## src/rtl/cdb_arbiter.sv

```systemverilog
// cdb_arbiter: round-robin owner of the common data bus.
//
// The execution slots (0=add, 1=mul, 2=lw, 3=mv/spare) each raise a broadcast
// request carrying a producer tag and a result word. One request is granted per
// cycle and driven onto a registered CDB. The reservation entries and the
// register-result-status table snoop that CDB.
//
// Ports
//   clk          rising-edge clock
//   rst_n        asynchronous active-low reset
//   req_valid    per-requester broadcast request            [N_REQ]
//   req_tag      packed producer tags, slot i at [i*UNIT_SIZE +: UNIT_SIZE]
//   req_data     packed result words, slot i at [i*WORD_SIZE +: WORD_SIZE]
//   flush        synchronous squash: no grant, pointer back to slot 0
//   req_grant    combinational one-hot/zero grant; consumed at the next edge
//   cdb_valid    registered broadcast strobe
//   cdb_tag      registered producer tag
//   cdb_data     registered result word
//   tag_err      sticky: a request carrying READY_TAG was granted
//   bcast_count  wrapping count of legal broadcasts
module cdb_arbiter #(
    parameter int unsigned          N_REQ     = 4,
    parameter int unsigned          WORD_SIZE = 32,
    parameter int unsigned          UNIT_SIZE = 8,
    parameter logic [UNIT_SIZE-1:0] READY_TAG = 8'h7F
) (
    input  logic                         clk,
    input  logic                         rst_n,
    input  logic [N_REQ-1:0]             req_valid,
    input  logic [N_REQ*UNIT_SIZE-1:0]   req_tag,
    input  logic [N_REQ*WORD_SIZE-1:0]   req_data,
    input  logic                         flush,
    output logic [N_REQ-1:0]             req_grant,
    output logic                         cdb_valid,
    output logic [UNIT_SIZE-1:0]         cdb_tag,
    output logic [WORD_SIZE-1:0]         cdb_data,
    output logic                         tag_err,
    output logic [15:0]                  bcast_count
);

    localparam int unsigned PTR_W   = (N_REQ > 1) ? $clog2(N_REQ) : 1;
    localparam int unsigned COUNT_W = 16;

    // Broadcast payload as it sits on the bus.
    typedef struct packed {
        logic                 valid;
        logic [UNIT_SIZE-1:0] tag;
        logic [WORD_SIZE-1:0] data;
    } cdb_bcast_t;

    // Per-slot views of the packed request buses.
    logic [UNIT_SIZE-1:0] tag_arr  [N_REQ];
    logic [WORD_SIZE-1:0] data_arr [N_REQ];

    for (genvar i = 0; i < N_REQ; i++) begin : g_unpack
        assign tag_arr[i]  = req_tag[i*UNIT_SIZE +: UNIT_SIZE];
        assign data_arr[i] = req_data[i*WORD_SIZE +: WORD_SIZE];
    end

    logic [PTR_W-1:0]   ptr_q, ptr_d;
    cdb_bcast_t         cdb_q, cdb_d;
    logic               tag_err_q, tag_err_d;
    logic [COUNT_W-1:0] count_q, count_d;

    logic [N_REQ-1:0]   grant_c;
    logic [PTR_W-1:0]   gnt_idx;
    logic [PTR_W-1:0]   scan_idx;
    logic               gnt_any;

    // Grant: first requester at or after ptr, wrapping; blocked by flush and reset.
    always_comb begin
        grant_c  = '0;
        gnt_idx  = '0;
        scan_idx = '0;
        gnt_any  = 1'b0;
        if (rst_n && !flush) begin
            for (int unsigned k = 0; k < N_REQ; k++) begin
                scan_idx = PTR_W'((32'(ptr_q) + k) % N_REQ);
                if (!gnt_any && req_valid[scan_idx]) begin
                    gnt_any = 1'b1;
                    gnt_idx = scan_idx;
                end
            end
            if (gnt_any) begin
                grant_c[gnt_idx] = 1'b1;
            end
        end
    end

    assign req_grant = grant_c;

    // Next state: advance past the winner, broadcast unless the tag is reserved.
    always_comb begin
        ptr_d       = ptr_q;
        cdb_d       = cdb_q;
        cdb_d.valid = 1'b0;
        tag_err_d   = tag_err_q;
        count_d     = count_q;
        if (flush) begin
            ptr_d = '0;
        end else if (gnt_any) begin
            ptr_d = (gnt_idx == PTR_W'(N_REQ - 1)) ? '0 : gnt_idx + 1'b1;
            if (tag_arr[gnt_idx] == READY_TAG) begin
                // Reserved tag is consumed but never reaches the bus.
                tag_err_d = 1'b1;
            end else begin
                cdb_d.valid = 1'b1;
                cdb_d.tag   = tag_arr[gnt_idx];
                cdb_d.data  = data_arr[gnt_idx];
                count_d     = count_q + COUNT_W'(1);
            end
        end
    end

    // State registers.
    always_ff @(posedge clk or negedge rst_n) begin
        if (!rst_n) begin
            ptr_q     <= '0;
            cdb_q     <= '0;
            tag_err_q <= 1'b0;
            count_q   <= '0;
        end else begin
            ptr_q     <= ptr_d;
            cdb_q     <= cdb_d;
            tag_err_q <= tag_err_d;
            count_q   <= count_d;
        end
    end

    assign cdb_valid   = cdb_q.valid;
    assign cdb_tag     = cdb_q.tag;
    assign cdb_data    = cdb_q.data;
    assign tag_err     = tag_err_q;
    assign bcast_count = count_q;

endmodule

```

## config.mk

```make
export PLATFORM = sky130hd
export DESIGN_NAME = cdb_arbiter
export DESIGN_NICKNAME = d
export VERILOG_FILES = /design/src/rtl/cdb_arbiter.sv
export SDC_FILE = /design/constraint.sdc
export NUM_CORES = 1
export LEC_CHECK = 0
export CELL_PAD_IN_SITES_DETAIL_PLACEMENT = 1
export CELL_PAD_IN_SITES_GLOBAL_PLACEMENT = 1
export CORE_MARGIN = 3
export CORE_UTILIZATION = 24
export DETAILED_ROUTE_END_ITERATION = 6
export GPL_TIMING_DRIVEN = 0
export PLACE_DENSITY_LB_ADDON = 0.25
export SYNTH_ARGS = -nofsm -noshare
export SYNTH_HDL_FRONTEND = slang
export SYNTH_SLANG_ARGS = --single-unit
```

## constraint.sdc

```tcl
create_clock -name clk -period 3.2 [get_ports clk]
set_input_delay 0.64 -clock clk [delete_from_list [all_inputs] [get_ports clk]]
set_output_delay 0.64 -clock clk [all_outputs]
set_load 0.02 [all_outputs]
```

* Yosys cells after proc, flatten, opt, wreduce, memory -nomap -nowiden
Index checks and enable logic that the tools add are counted.
W data, S select, Z words.
** Word-level totals
- Register bits :: 60
- Logic and storage cells :: 74
** Operators by class
- Equality and inequality tests :: 2
- Muxes and demuxes :: 39
- Reductions and logical operators :: 12
- Order comparisons :: 7
- Add/subtract/negate cells :: 5
- Bitwise logic cells :: 3
** Operators by type and width (number)
- $mux W41 :: 3
- $bmux W32 S2 :: 1
- $mux W32 :: 2
- $mux W2 :: 9
- $add A16 B1 Y16 const B :: 1
- $bmux W8 S2 :: 1
- $mux W8 :: 2
- $lt A2 B3 Y1 const B :: 5
- $mux W1 :: 14
- $bmux W1 S2 :: 4
- $eq A8 B7 Y1 const B :: 1
- $mux W4 :: 2
- $reduce_and A3 Y1 :: 2
- $logic_and A1 B1 Y1 :: 5
- $add A2 B1 Y2 const B :: 2
- $add A2 B2 Y2 const B :: 2
- $logic_not A1 Y1 :: 4
- $ge A3 B3 Y1 const B :: 1
- $not A2 Y3 :: 1
- $demux W1 S2 :: 1
- $eq A2 B2 Y1 const B :: 1
- $ge A2 B1 Y1 const B :: 1
- $not A1 Y1 :: 2
- $reduce_bool A2 Y1 :: 1

* Logic depth before layout (Yosys ltp)
- Depth in word-level cells :: 25
- Gate-level depth with buffers :: 12

* Worst setup path after synthesis
OpenSTA, ideal clock, no wires.
- Kind :: input-to-reg
- From :: input req_valid[1]
- To :: register count_q[1], in the netlist bcast_count[1]
- Arrival time :: 3.071 ns
- Required time :: 3.072 ns
- Setup slack :: 0.002 ns
- Buffers on the path :: 1
- Cell stages on the path :: 10
- Cell sequence :: a21boi_1 > o22ai_1 > nor3_2 > nor3_1 > a211o_1 > or4_1 > nand4b_4 > nand2_4 > buf_8 > mux2_1
** On the way
- Cells in the longest elaborated chain, start to end :: 24
** Ends and longest elaborated chain
- start, declared :: RTL line 29 : input logic [N_REQ-1:0] req_valid,
- $bmux W1 S2 :: RTL line 79 : if (!gnt_any && req_valid[scan_idx]) begin
- $mux W1 (implied by the code) :: RTL line 79
- $mux W1 :: RTL line 79
- $mux W1 :: RTL line 76 : if (rst_n && !flush) begin
- $logic_not A1 Y1 :: RTL line 79
- $logic_and A1 B1 Y1 :: RTL line 79
- $mux W1 :: RTL line 79
- $mux W1 :: RTL line 76
- [... 6 more ...]
- $mux W2 :: RTL line 79
- $mux W2 (2 in series) :: RTL line 76
- $not A2 Y3 (implied by the code) :: RTL line 103 : if (tag_arr[gnt_idx] == READY_TAG) begin
- $bmux W8 S2 :: RTL line 103
- $mux W8 (implied by the code) (2 in series) :: RTL line 103
- $eq A8 B7 Y1 :: RTL line 103
- $not A1 Y1 (no source line)
- $reduce_and A3 Y1 (no source line) *
- end signal, assigned :: RTL line 126 : count_q <= count_d;
- end, declared :: RTL line 63 : logic [COUNT_W-1:0] count_q, count_d;
Mark *: on every way between the ends. The rest lies on a longest branch, timed or not. The select of a mux whose other input is x is not followed.
A chain may end at the register's enable or synchronous reset.

* Final worst setup path
- From :: input req_valid[1]
- To :: output req_grant[1]
** On the way
- Cells in the longest elaborated chain, start to end :: 22
** Ends and longest elaborated chain
- $bmux W1 S2 :: RTL line 79
- $mux W1 (implied by the code) :: RTL line 79
- $mux W1 :: RTL line 79
- $mux W1 :: RTL line 76
- $logic_not A1 Y1 :: RTL line 79
- $logic_and A1 B1 Y1 :: RTL line 79
- $mux W1 :: RTL line 79
- $mux W1 :: RTL line 76
- [... 6 more ...]
- $mux W2 :: RTL line 79
- $mux W2 :: RTL line 76
- $lt A2 B3 Y1 (implied by the code) / $ge A2 B1 Y1 (equally long branches) :: RTL line 85 : grant_c[gnt_idx] = 1'b1;
- $logic_and A1 B1 Y1 (implied by the code) :: RTL line 85
- $mux W1 (implied by the code) :: RTL line 85
- $demux W1 S2 :: RTL line 85
- $mux W4 * :: RTL line 84 : if (gnt_any) begin
- $mux W4 * :: RTL line 76
- end, declared :: RTL line 33 : output logic [N_REQ-1:0] req_grant,
Marks and branches as above.

==> flow_summary_export.csv <==
group,metric,value,unit
status,status,"completed",
placed_design,place_congestion,0.860,
yosys,avgSynthCellArea,7.50,um2
global_route,grt_pass1_wl,27700,um
pwr,leakagePower,3.33,nW
cells_and_area,fin_util,44.3,%
clocking,clk_pin_slew,0.05,ns
detailed_routing,routedWlPerCell,17.8,um
yosys,ys_seq_elements,60,
floorplanning,start_util,24.9,%
critical_path,worst-path-max-fanout,10,
global_route,grt_use_total,19.3,%
detailed_routing,m1WireLength,7020,um
critical_path,setup.worst_path.start,"req_valid[1]",
cells_and_area,drive_above_1_share,8.83,%
timing,period_needed,3.11,ns
detailed_routing,vias_per_cell,4.71,
yosys,synth_area,4030,um2
timing,fmax,321,MHz
clocking,clockBufferDepth,2,
floorplanning,rows,46,
yosys,synth.net_count,706,
cells_and_area,postLayoutCellArea,7170,um2
floorplanning,die_h,136,um
global_route,grt_overflow,0,
global_route,grt_pass1_vias,5318,
timing,fin_skew,0.00766,ns
critical_path,r2r_setup_slack,0.16,ns
yosys,synthCells,538,
detailed_routing,vias,4753,
detailed_routing,wl_met3,1710,um
critical_path,r2r-end,"cdb_tag[4]",
timing,finalSetupViolCount,0,
critical_path,crit_arrival,2.47,ns
clocking,clk_latency,0.33,ns
floorplanning,die-area,18400,um2
global_route,grt_max_degree,63,
cells_and_area,seqCellArea,1500,um2
timing,worst_slack,0.0860,ns
yosys,ys_types,46,
hold_path,hold_class,"input pin to async pin",
clocking,holdBufCountCts,0,
pwr,cellPowerDensity,483,nW/um2
critical_path,start_kind,"input pin",
yosys,synth-edff-count,0,
floorplanning,ios,229,
pwr,power.total,3.47,mW
cells_and_area,diodes,0,
pwr,peakVddDrop,0.265,mV
cells_and_area,multi_input_area,2330,um2
clocking,cts_tree,"done",
placed_design,placed_cell_area,6580,um2
floorplanning,core_area,16200,um2
cells_and_area,n_fill_cell,1907,
clocking,cts_sinks,60,
clocking,cts_buffers,9,
clocking,htreeDepth,3,
placed_design,post-dp-hpwl,14100,um
job,drv_cap,0,
critical_path,r2r-start,"ptr_q[1]",
timing,fin_crit_sh,97.3,%
yosys,synth-main-ff-cell,"dfrtp_1",
timing,tightest_slew,0.662,ns
detailed_routing,route.detailed.drc,0,
critical_path,end_kind,"primary output",
yosys,synth_warnings,0,
cells_and_area,area_growth,77.8,%
timing,hold_violations,0,
detailed_routing,drt-pass1-iter-count,6,
detailed_routing,antenna_left,0,
detailed_routing,drt-initial-drc-count,142,
detailed_routing,wl_met2,8920,um
detailed_routing,wirelength,17900,um
clocking,root_buffer,"clkbuf_16",
timing,maxSlewHeadroom,55.8,%
yosys,yosysSeqAreaShare,37.2,%
global_route,antenna_found_initial,0,
floorplanning,die_w,136,um
detailed_routing,top_layer,"met4",
critical_path,crit_required,2.56,ns
timing,slew_viol_final,0,
placed_design,numPortBuffers,228,
cells_and_area,nets,956,
timing,fin_tns_setup,0,ns
critical_path,reg2regPathDepth,12,
critical_path,path_class,"input pin to primary output",
yosys,synthArstFlopShare,100,%
placed_design,dp_slack,-1.42,ns
placed cells by master (no fill, tap or decap), drive strengths merged, types with 10 or more instances in the layout:
master,count
clkbuf,32
buf,24
nand3,80
nor2,14
nand4,12
nand2,173
xnor2,16
dfrtp,60
inv,41
clkdlybuf4s50,219
a21oi,13
and3,10
mux2i,36
critical path: stages:
cell and delay, ns:
clkdlybuf4s15_1 0.27, a21boi_4 0.25, o22a_1 0.27, nand3_1 0.18, clkbuf_4 0.26, buf_4 0.21
nor2_1 0.10, clkdlybuf4s15_2 0.28
cell type report:
cell class / instances / share of cell area (%)
Clock buffer: 11 / 3.39
Buffer: 31 / 2.77
Clock inverter: 5 / 1.05
Tap cell: 216 / 3.77
Sequential cell: 60 / 20.9
Timing Repair Buffer: 240 / 33.4
Multi-Input combinational cell: 405 / 32.6
Inverter: 41 / 2.15
worst max-delay path by stage:
stage	end	slack (ns)
after floorplan	bcast_count[1]	0.002
after global placement	cdb_tag[1]	-3.81
after detailed placement	cdb_tag[1]	-1.42
after CTS	req_grant[0]	0.02
after global routing	cdb_tag[3]	-0.01
final	req_grant[1]	0.09
stage by stage:
step | hold WS (ns) | std cells
6_report | 0.205 | 1009
2_1_floorplan | 0.344 | 538
3_3_place_gp | 0.465 | 982
5_1_grt | 0.215 | 1009
4_1_cts | 0.211 | 1005
3_5_place_dp | 0.475 | 982
per-layer routing:
layer	up-vias	GRT usage (%)
met1	2260	21.6
met5	-	0
met4	0	5.54
met2	177	34.0
met3	24	7.54
li1	2292	-
power breakdown:
part | total (mW) | switching [mW] | internal [mW]
combinational | 1.38 | 0.695 | 0.681
sequential | 1.04 | 0.122 | 0.915
clock | 1.05 | 0.355 | 0.699
repair_timing:
| action | in CTS | in global routing |
|---|---|---|
| setup endpoints to repair | 62 | 31 |
| endpoints found under the hold margin | 0 | 0 |
| pin swaps | 5 | 4 |
| gates resized for setup | 50 | 17 |
| setup buffers | 7 | 5 |
state kept, by name (all words and copies together), names as in the netlist:
signal	flops
cdb_valid	1
bcast_count	16
cdb_data	32
ptr_q	2
tag_err	1
cdb_tag	8
cells in the mapped netlist (all sizes together), types with 2 or more instances:
library cell    n  area share, %
mux2            2           0.56
inv            41            3.8
mux2i          36            8.9
nor2b           2           0.31
o21bai          2           0.37
buf            12            2.2
a211o           3           0.65
nand2         173             16
and3           10            1.7
o21ai           4           0.50
and4b           2           0.50
clkbuf         20            1.9
and2            3           0.47
a2111oi         2           0.47
xnor2          16            3.5
nor2           14            1.4
dfrtp          60             37
nand4          12            1.9
a31oi           4           0.62
a21oi          13            1.6
nand2b          4           0.62
nand3          80            9.9
nor3            9            1.5
nor4            2           0.31
logic make-up (layout without fill, tap and decap cells):
kind of cell	after synthesis	in the layout	share of synthesized area (%)
buffers and inverters	73	328	7.88
AND/OR/NAND/NOR	313	313	35.6
flip-flops	60	60	37.2
adder cells (fa/ha/maj)	1	1	0.310
AO/OA/AOI/OAI	37	37	5.99
multiplexers	38	38	9.49
XOR/XNOR	16	16	3.47
No activity file was read; power rests on OpenSTA's default activity.
